File: config.mk
export PLATFORM = sky130hd
export DESIGN_NAME = golden_nonce_collector
export DESIGN_NICKNAME = d
export VERILOG_FILES = /design/src/rtl/miner_pkg.sv /design/src/rtl/golden_nonce_fifo.sv /design/src/rtl/golden_nonce_collector.sv
export SDC_FILE = /design/constraint.sdc
export NUM_CORES = 2
export LEC_CHECK = 0
export ABC_AREA = 0
export CAP_MARGIN = 20
export CELL_PAD_IN_SITES_DETAIL_PLACEMENT = 1
export CELL_PAD_IN_SITES_GLOBAL_PLACEMENT = 1
export CORE_MARGIN = 5
export CORE_UTILIZATION = 40
export DETAILED_ROUTE_END_ITERATION = 10
export PLACE_DENSITY = 0.77
export SYNTH_ARGS = -nofsm -noshare
export SYNTH_HDL_FRONTEND = slang
export SYNTH_SLANG_ARGS = --single-unit
File: constraint.sdc
create_clock -name hash_clk -period 20 [get_ports hash_clk]
set_clock_uncertainty 0.15 [all_clocks]
set_input_delay 3 -clock hash_clk [delete_from_list [all_inputs] [get_ports hash_clk]]
set_output_delay 3 -clock hash_clk [all_outputs]
set_load 0.01 [all_outputs]
File: src/rtl/miner_pkg.sv
// miner_pkg: shared state type, nonce width and range helpers for the
// golden-nonce collector.
package miner_pkg;

  localparam int unsigned NONCE_W = 32;

  typedef enum logic [1:0] {StIdle, StSweep, StDrain} sweep_state_e;

  // The step starting at base is the last one once its highest core nonce
  // reaches nonce_max. Done in 33 bits so a step straddling 2^32 still ends.
  function automatic logic step_is_last(input logic [NONCE_W-1:0] base,
                                        input logic [NONCE_W-1:0] nonce_max,
                                        input int unsigned        num_cores);
    logic [NONCE_W:0] top_nonce;
    top_nonce = {1'b0, base} + (NONCE_W+1)'(num_cores - 1);
    return top_nonce >= {1'b0, nonce_max};
  endfunction

  // A core's result counts only if its unwrapped nonce is within the sweep.
  function automatic logic core_in_range(input logic [NONCE_W-1:0] base,
                                         input int unsigned        idx,
                                         input logic [NONCE_W-1:0] nonce_max);
    logic [NONCE_W:0] nonce;
    nonce = {1'b0, base} + (NONCE_W+1)'(idx);
    return nonce <= {1'b0, nonce_max};
  endfunction

endpackage

File: src/rtl/golden_nonce_fifo.sv
// golden_nonce_fifo: synchronous FIFO for collected golden nonces.
// Ports: clk_i/rst_i (async active-high), push_i/data_i write side,
// pop_i read side, data_o head entry, valid_o non-empty, full_o full.
// A push while full is accepted only together with a pop (pop-then-push).
module golden_nonce_fifo #(
  parameter int unsigned DEPTH = 8,
  parameter int unsigned WIDTH = 34
) (
  input  logic             clk_i,
  input  logic             rst_i,
  input  logic             push_i,
  input  logic [WIDTH-1:0] data_i,
  input  logic             pop_i,
  output logic [WIDTH-1:0] data_o,
  output logic             valid_o,
  output logic             full_o
);

  localparam int unsigned PtrW = (DEPTH > 1) ? $clog2(DEPTH) : 1;

  logic [WIDTH-1:0] mem_q [DEPTH];
  logic [WIDTH-1:0] mem_d [DEPTH];
  logic [PtrW-1:0]  wr_ptr_q, wr_ptr_d, rd_ptr_q, rd_ptr_d;
  logic [PtrW:0]    count_q, count_d;
  logic             do_push, do_pop;

  assign valid_o = (count_q != '0);
  assign full_o  = (count_q == (PtrW+1)'(DEPTH));
  assign data_o  = mem_q[rd_ptr_q];

  always_comb begin
    mem_d    = mem_q;
    wr_ptr_d = wr_ptr_q;
    rd_ptr_d = rd_ptr_q;
    count_d  = count_q;
    do_pop   = pop_i && valid_o;
    do_push  = push_i && (!full_o || do_pop);
    if (do_push) begin
      mem_d[wr_ptr_q] = data_i;
      wr_ptr_d        = wr_ptr_q + 1'b1;
    end
    if (do_pop) begin
      rd_ptr_d = rd_ptr_q + 1'b1;
    end
    if (do_push && !do_pop) begin
      count_d = count_q + 1'b1;
    end else if (!do_push && do_pop) begin
      count_d = count_q - 1'b1;
    end
  end

  always_ff @(posedge clk_i or posedge rst_i) begin
    if (rst_i) begin
      mem_q    <= '{default: '0};
      wr_ptr_q <= '0;
      rd_ptr_q <= '0;
      count_q  <= '0;
    end else begin
      mem_q    <= mem_d;
      wr_ptr_q <= wr_ptr_d;
      rd_ptr_q <= rd_ptr_d;
      count_q  <= count_d;
    end
  end

endmodule

File: src/rtl/golden_nonce_collector.sv
// golden_nonce_collector: sweeps a nonce range across NUM_CORES hashing cores
// and collects their golden tickets into a result FIFO.
// Ports: hash_clk clock, reset async active-high; start/nonce_min/nonce_max
// begin a sweep; core_nonce per-core nonce under test; core_ticket/core_golden
// per-core results; out_valid/out_ready/out_nonce/out_core result stream;
// busy, done (sticky until next start), overflow (sticky lost ticket).
// Build option: GOLDEN_NONCE_DEDUP_EN drops a ticket equal to the most
// recently pushed nonce.
module golden_nonce_collector
  import miner_pkg::*;
#(
  parameter int unsigned NUM_CORES  = 4,
  parameter int unsigned FIFO_DEPTH = 8,
  parameter int unsigned LOOP_LOG2  = 0,
  localparam int unsigned CoreW     = (NUM_CORES > 1) ? $clog2(NUM_CORES) : 1
) (
  input  logic                         hash_clk,
  input  logic                         reset,
  input  logic                         start,
  input  logic [NONCE_W-1:0]           nonce_min,
  input  logic [NONCE_W-1:0]           nonce_max,
  output logic [NUM_CORES*NONCE_W-1:0] core_nonce,
  input  logic [NUM_CORES-1:0]         core_ticket,
  input  logic [NUM_CORES*NONCE_W-1:0] core_golden,
  output logic                         out_valid,
  input  logic                         out_ready,
  output logic [NONCE_W-1:0]           out_nonce,
  output logic [CoreW-1:0]             out_core,
  output logic                         busy,
  output logic                         done,
  output logic                         overflow
);

  localparam int unsigned StepLen = 1 << LOOP_LOG2;
  localparam int unsigned CntW    = LOOP_LOG2 + 2;
  localparam logic [CntW-1:0] StepLast  = CntW'(StepLen - 1);
  localparam logic [CntW-1:0] DrainLast = CntW'(StepLen + 1);

  sweep_state_e                 state_q, state_d;
  logic [NONCE_W-1:0]           base_q, base_d, max_q, max_d;
  logic [NUM_CORES*NONCE_W-1:0] core_nonce_q, core_nonce_d;
  logic [CntW-1:0]              cnt_q, cnt_d;
  logic                         done_q, done_d;

  logic [NUM_CORES-1:0] pend_vld_q, pend_vld_d;
  logic [NONCE_W-1:0]   pend_nonce_q [NUM_CORES];
  logic [NONCE_W-1:0]   pend_nonce_d [NUM_CORES];
  logic [CoreW-1:0]     last_grant_q, last_grant_d;
  logic                 overflow_q, overflow_d;

  logic                 grant_found, push, fifo_full;
  logic [CoreW-1:0]     grant_idx, cand_idx;
  logic [NONCE_W-1:0]   push_nonce;
  logic [NUM_CORES-1:0] dup;

  assign busy       = (state_q != StIdle);
  assign done       = done_q;
  assign overflow   = overflow_q;
  assign core_nonce = core_nonce_q;

  // Sweep sequencing: each step lasts StepLen cycles, drain covers ticket latency.
  always_comb begin
    state_d      = state_q;
    base_d       = base_q;
    max_d        = max_q;
    core_nonce_d = core_nonce_q;
    cnt_d        = cnt_q;
    done_d       = done_q;
    unique case (state_q)
      StIdle: begin
        if (start) begin
          state_d = StSweep;
          base_d  = nonce_min;
          max_d   = nonce_max;
          cnt_d   = '0;
          done_d  = 1'b0;
          for (int unsigned i = 0; i < NUM_CORES; i++) begin
            core_nonce_d[i*NONCE_W +: NONCE_W] = nonce_min + NONCE_W'(i);
          end
        end
      end
      StSweep: begin
        if (cnt_q == StepLast) begin
          cnt_d = '0;
          if (step_is_last(base_q, max_q, NUM_CORES)) begin
            state_d = StDrain;
          end else begin
            base_d = base_q + NONCE_W'(NUM_CORES);
            for (int unsigned i = 0; i < NUM_CORES; i++) begin
              core_nonce_d[i*NONCE_W +: NONCE_W] =
                  core_nonce_q[i*NONCE_W +: NONCE_W] + NONCE_W'(NUM_CORES);
            end
          end
        end else begin
          cnt_d = cnt_q + 1'b1;
        end
      end
      StDrain: begin
        if (cnt_q == DrainLast) begin
          state_d = StIdle;
          done_d  = 1'b1;
        end else begin
          cnt_d = cnt_q + 1'b1;
        end
      end
      default: state_d = StIdle;
    endcase
  end

  // Pending registers: one round-robin grant into the FIFO per cycle, then
  // new tickets land (so a ticket on a core granted this cycle is not a loss).
  always_comb begin
    pend_vld_d   = pend_vld_q;
    pend_nonce_d = pend_nonce_q;
    last_grant_d = last_grant_q;
    overflow_d   = overflow_q;
    grant_found  = 1'b0;
    grant_idx    = '0;
    cand_idx     = '0;
    for (int unsigned n = 1; n <= NUM_CORES; n++) begin
      cand_idx = CoreW'((32'(last_grant_q) + n) % NUM_CORES);
      if (!grant_found && pend_vld_q[cand_idx]) begin
        grant_found = 1'b1;
        grant_idx   = cand_idx;
      end
    end
    push       = grant_found && (!fifo_full || (out_valid && out_ready));
    push_nonce = pend_nonce_q[grant_idx];
    if (push) begin
      pend_vld_d[grant_idx] = 1'b0;
      last_grant_d          = grant_idx;
    end
    for (int unsigned i = 0; i < NUM_CORES; i++) begin
      if (core_ticket[i] && busy && !dup[i] && core_in_range(base_q, i, max_q)) begin
        if (pend_vld_d[i]) begin
          overflow_d = 1'b1;
        end
        pend_vld_d[i]   = 1'b1;
        pend_nonce_d[i] = core_golden[i*NONCE_W +: NONCE_W];
      end
    end
  end

`ifdef GOLDEN_NONCE_DEDUP_EN
  logic [NONCE_W-1:0] last_push_q, last_push_d;
  logic               last_push_vld_q, last_push_vld_d;

  always_comb begin
    last_push_d     = last_push_q;
    last_push_vld_d = last_push_vld_q;
    if (push) begin
      last_push_d     = push_nonce;
      last_push_vld_d = 1'b1;
    end
    for (int unsigned i = 0; i < NUM_CORES; i++) begin
      dup[i] = last_push_vld_q && (core_golden[i*NONCE_W +: NONCE_W] == last_push_q);
    end
  end

  always_ff @(posedge hash_clk or posedge reset) begin
    if (reset) begin
      last_push_q     <= '0;
      last_push_vld_q <= 1'b0;
    end else begin
      last_push_q     <= last_push_d;
      last_push_vld_q <= last_push_vld_d;
    end
  end
`else
  assign dup = '0;
`endif

  always_ff @(posedge hash_clk or posedge reset) begin
    if (reset) begin
      state_q      <= StIdle;
      base_q       <= '0;
      max_q        <= '0;
      core_nonce_q <= '0;
      cnt_q        <= '0;
      done_q       <= 1'b0;
      pend_vld_q   <= '0;
      pend_nonce_q <= '{default: '0};
      last_grant_q <= CoreW'(NUM_CORES - 1);
      overflow_q   <= 1'b0;
    end else begin
      state_q      <= state_d;
      base_q       <= base_d;
      max_q        <= max_d;
      core_nonce_q <= core_nonce_d;
      cnt_q        <= cnt_d;
      done_q       <= done_d;
      pend_vld_q   <= pend_vld_d;
      pend_nonce_q <= pend_nonce_d;
      last_grant_q <= last_grant_d;
      overflow_q   <= overflow_d;
    end
  end

  golden_nonce_fifo #(
    .DEPTH (FIFO_DEPTH),
    .WIDTH (NONCE_W + CoreW)
  ) u_fifo (
    .clk_i   (hash_clk),
    .rst_i   (reset),
    .push_i  (push),
    .data_i  ({grant_idx, push_nonce}),
    .pop_i   (out_ready),
    .data_o  ({out_core, out_nonce}),
    .valid_o (out_valid),
    .full_o  (fifo_full)
  );

endmodule

==> metrics <==
global-route usage over all layers=0.259; count of buffers added by post-CTS timing repair for setup=0; number of violations of the max-capacitance limit=0; most frequent standard cell in the layout excluding fill and tap cells=sky130_fd_sc_hd__nand2_1; count of placed standard cells in the final layout, fillers left out=5164; kind of launch point of the worst setup path=input port; Hold Crit Class=register to register; count of cells resized by post-cts repair=0; post-route minimum period=6.92 ns; Total Nets Final=4301; sequential share of the synthesized area=0.435; GR Layer Usage met1=0.364; clock latency of the later-clocked register in the worst-skew pair=0.66 ns; count of synthesis-stage warnings from yosys=0; P&R area growth vs syn=20.4%; antenna violations before repair=12; FFs w/ async S/R, synth=1.00; worst relative slew slack=0.299; Cells after Synth=3709; Net Count, Synth=4060; share of layout cells above drive strength 1=0.124; leakage power figure=0.0179 uW; maximum root-to-sink buffer count=3; clk slew on worst S/H paths=0.06 ns; Comb pwr share=0.541; via count=30200; average routed wire per standard cell=24.4 um; count of final hold-check violations=0; Netlist cell types=84; clock tree from TritonCTS=yes; Synth Area per Inst=9.47 um^2; path depth of the worst reg2reg path=18; Clock Power Share=0.165; die height=306 um; GR peak layer=met2; vias in the first global route=31300; classification of the worst setup path=input port to asynchronous set/reset pin; status=complete, no violations; highest-count cells in the layout ignoring fill and taps=sky130_fd_sc_hd__nand2_1, sky130_fd_sc_hd__dfrtp_1, sky130_fd_sc_hd__o21ai_0; switching share of power=0.458; maximum level of the CTS H-tree=3; Post-Place Worst Slack=12.28 ns; sum of net half-perimeters after detailed placement=87100 um; drt pass-1 iters=7; Slew Viols, Final=0; Final setup violation count=0; transition time at the pin with the least slew margin=1.04 ns; endpoint required time on the critical path=20.46 ns; first-pass GRT wire length=191000 um; routability congestion estimate=0.899; dpl cells=5021; met2 demand-to-capacity share in global routing=0.416; vias per std cell=5.85; hold buffer count at CTS=0; Worst setup EP type=asynchronous set/reset pin; Max Fclk=0.144 GHz; post-synthesis register bit count=610; remaining design rule violation count=0; ys flop type=sky130_fd_sc_hd__dfrtp_1; fraction of the cycle the final worst path needs=0.346; Data arrival, critical path=7.39 ns; detailed-route wire length=126000 um; largest vdd supply drop=0.0000934 V; core box area=87000 um^2; cell at the root of the clock tree=sky130_fd_sc_hd__clkbuf_16; P_sw=3920 uW; register share of total power=0.294; CP Max Fanout=161; placement row count=108; fill count=9832; minimum setup slack in the final design=13.08 ns; internal power contribution=4640 uW; Cell Area, Synth=35100 um^2; number of port buffers=365; I/O pin count=366; effective utilization at floorplan=0.404; post-route setup TNS=0 ns; power per standard cell area=202 nW/um^2; remaining antenna violation count=0; pin count of the biggest net entering global routing=162; floorplan die width=306 um; number of clock buffers inserted by TritonCTS=72; area of the die=93900 um^2; met3 Resource Use GR=0.0416; number of enable flip-flop cells after synthesis=0; number of clock sinks=610; number of instances on the worst hold path=2; drt first-iter violations=2140; RSZ-0062 raised after global routing=no; overall overflow remaining after global route=0
## Yosys cell counts, types with 11 or more instances
cell type / count / area, um^2
sky130_fd_sc_hd__and4_1: 11 / 96.3
sky130_fd_sc_hd__a221o_1: 27 / 270
sky130_fd_sc_hd__nor3_1: 62 / 310
sky130_fd_sc_hd__o21ai_0: 431 / 2160
sky130_fd_sc_hd__mux2_4: 29 / 435
sky130_fd_sc_hd__buf_2: 56 / 280
sky130_fd_sc_hd__clkbuf_1: 173 / 649
sky130_fd_sc_hd__xnor2_1: 124 / 1090
sky130_fd_sc_hd__a211oi_1: 26 / 195
sky130_fd_sc_hd__nand4_1: 63 / 394
sky130_fd_sc_hd__o22ai_1: 29 / 181
sky130_fd_sc_hd__nor4_1: 15 / 93.8
sky130_fd_sc_hd__and2_1: 25 / 156
sky130_fd_sc_hd__xor2_1: 62 / 543
sky130_fd_sc_hd__a21oi_1: 146 / 731
sky130_fd_sc_hd__nand3_1: 161 / 806
sky130_fd_sc_hd__o31ai_1: 12 / 90.1
sky130_fd_sc_hd__mux4_2: 68 / 1530
sky130_fd_sc_hd__a21o_1: 28 / 210
sky130_fd_sc_hd__a22oi_1: 14 / 105
sky130_fd_sc_hd__mux2_2: 166 / 1870
sky130_fd_sc_hd__a221oi_1: 11 / 96.3
sky130_fd_sc_hd__nand2_1: 694 / 2610
sky130_fd_sc_hd__or3_1: 16 / 100
sky130_fd_sc_hd__nor2_1: 150 / 563
sky130_fd_sc_hd__and3_1: 64 / 400
sky130_fd_sc_hd__ha_1: 150 / 1880
sky130_fd_sc_hd__buf_4: 20 / 150
sky130_fd_sc_hd__o21ai_1: 13 / 65.1
sky130_fd_sc_hd__inv_1: 73 / 274
sky130_fd_sc_hd__dfrtp_1: 608 / 15200
sky130_fd_sc_hd__o21a_1: 11 / 82.6
## critical path: stages
cell and delay, ns:
sky130_fd_sc_hd__clkdlybuf4s50_1 0.44, sky130_fd_sc_hd__clkinvlp_4 0.45, sky130_fd_sc_hd__buf_4 0.79, sky130_fd_sc_hd__buf_4 0.82, sky130_fd_sc_hd__buf_12 0.67, sky130_fd_sc_hd__buf_4 0.88
## power by group through the flow
stage / Sequential (uW) / Combinational, uW / Clock (uW)
5_1_grt: 2590 / 5050 / 1490
3_3_place_gp: 2470 / 4350 / 0
2_1_floorplan: 2260 / 2960 / 0
3_5_place_dp: 2510 / 4550 / 0
6_report: 2520 / 4630 / 1420
4_1_cts: 2500 / 4600 / 1440
## flip-flops by register name, indices dropped and copies added (netlist names)
signal / cells
u_fifo.mem_q: 272
base_q: 30
done: 1
max_q: 32
core_nonce: 126
state_q: 2
overflow: 1
cnt_q: 2
u_fifo.count_q: 4
u_fifo.rd_ptr_q: 3
pend_vld_q: 4
pend_nonce_q: 128
last_grant_q: 2
u_fifo.wr_ptr_q: 3
## layout make-up
class / instances / area (um^2) / share of cell area
timing repair buffer: 432 / 4200 / 0.0994
clock inverter: 30 / 531 / 0.0125
sequential: 610 / 15300 / 0.361
tap: 1155 / 1450 / 0.0342
clock buffer: 98 / 2020 / 0.0478
antenna: 5 / 12.5 / 0.000296
multi-input combinational: 2760 / 18500 / 0.438
inverter: 74 / 282 / 0.00666
## logic make-up after synthesis
kind of cell	count (synthesis)	synth area share
flops	610	0.435
compound gates	837	0.142
xor+xnor	186	0.0464
simple gates	1309	0.168
buf+inv	339	0.0415
fa+ha+maj	151	0.0540
mux	277	0.113
## through the flow
step	util	power [uW]	hold slack [ns]	instance area (um^2)
6_report	0.486	8560	0.326	42300
5_1_grt	0.486	9140	0.347	42300
4_1_cts	0.485	8540	0.329	42200
3_5_place_dp	0.455	7060	0.316	39600
3_3_place_gp	0.455	6820	0.305	39600
2_1_floorplan	-	5220	0.295	35100
## worst paths after layout
| check | start | endpoint | slack [ns] |
|---|---|---|---|
| max in group hash_clk | u_fifo.rd_ptr_q[0]$_DFFE_PP0P_ | out_nonce[16] | 13.12 |
| max reg2reg | base_q[3]$_DFFE_PP0P_ | core_nonce[90]$_DFFE_PP0P_ | 13.36 |
| min | u_fifo.mem_q[5]$_DFFE_PP0P_ | u_fifo.mem_q[5]$_DFFE_PP0P_ | 0.33 |
| min reg2reg | u_fifo.mem_q[5]$_DFFE_PP0P_ | u_fifo.mem_q[5]$_DFFE_PP0P_ | 0.33 |
| min in group asynchronous | reset | max_q[15]$_DFFE_PP0P_ | 2.65 |
| max | reset | u_fifo.mem_q[106]$_DFFE_PP0P_ | 13.08 |
## per-layer routing
layer	wire [um]	vias up	part of all wire
met4	3880	6	0.031
met1	56500	15500	0.45
li1	-	13700	-
met5	34	-	0.00027
met3	7090	206	0.056
met2	58400	871	0.46
Power figures use the tool's default switching activity.
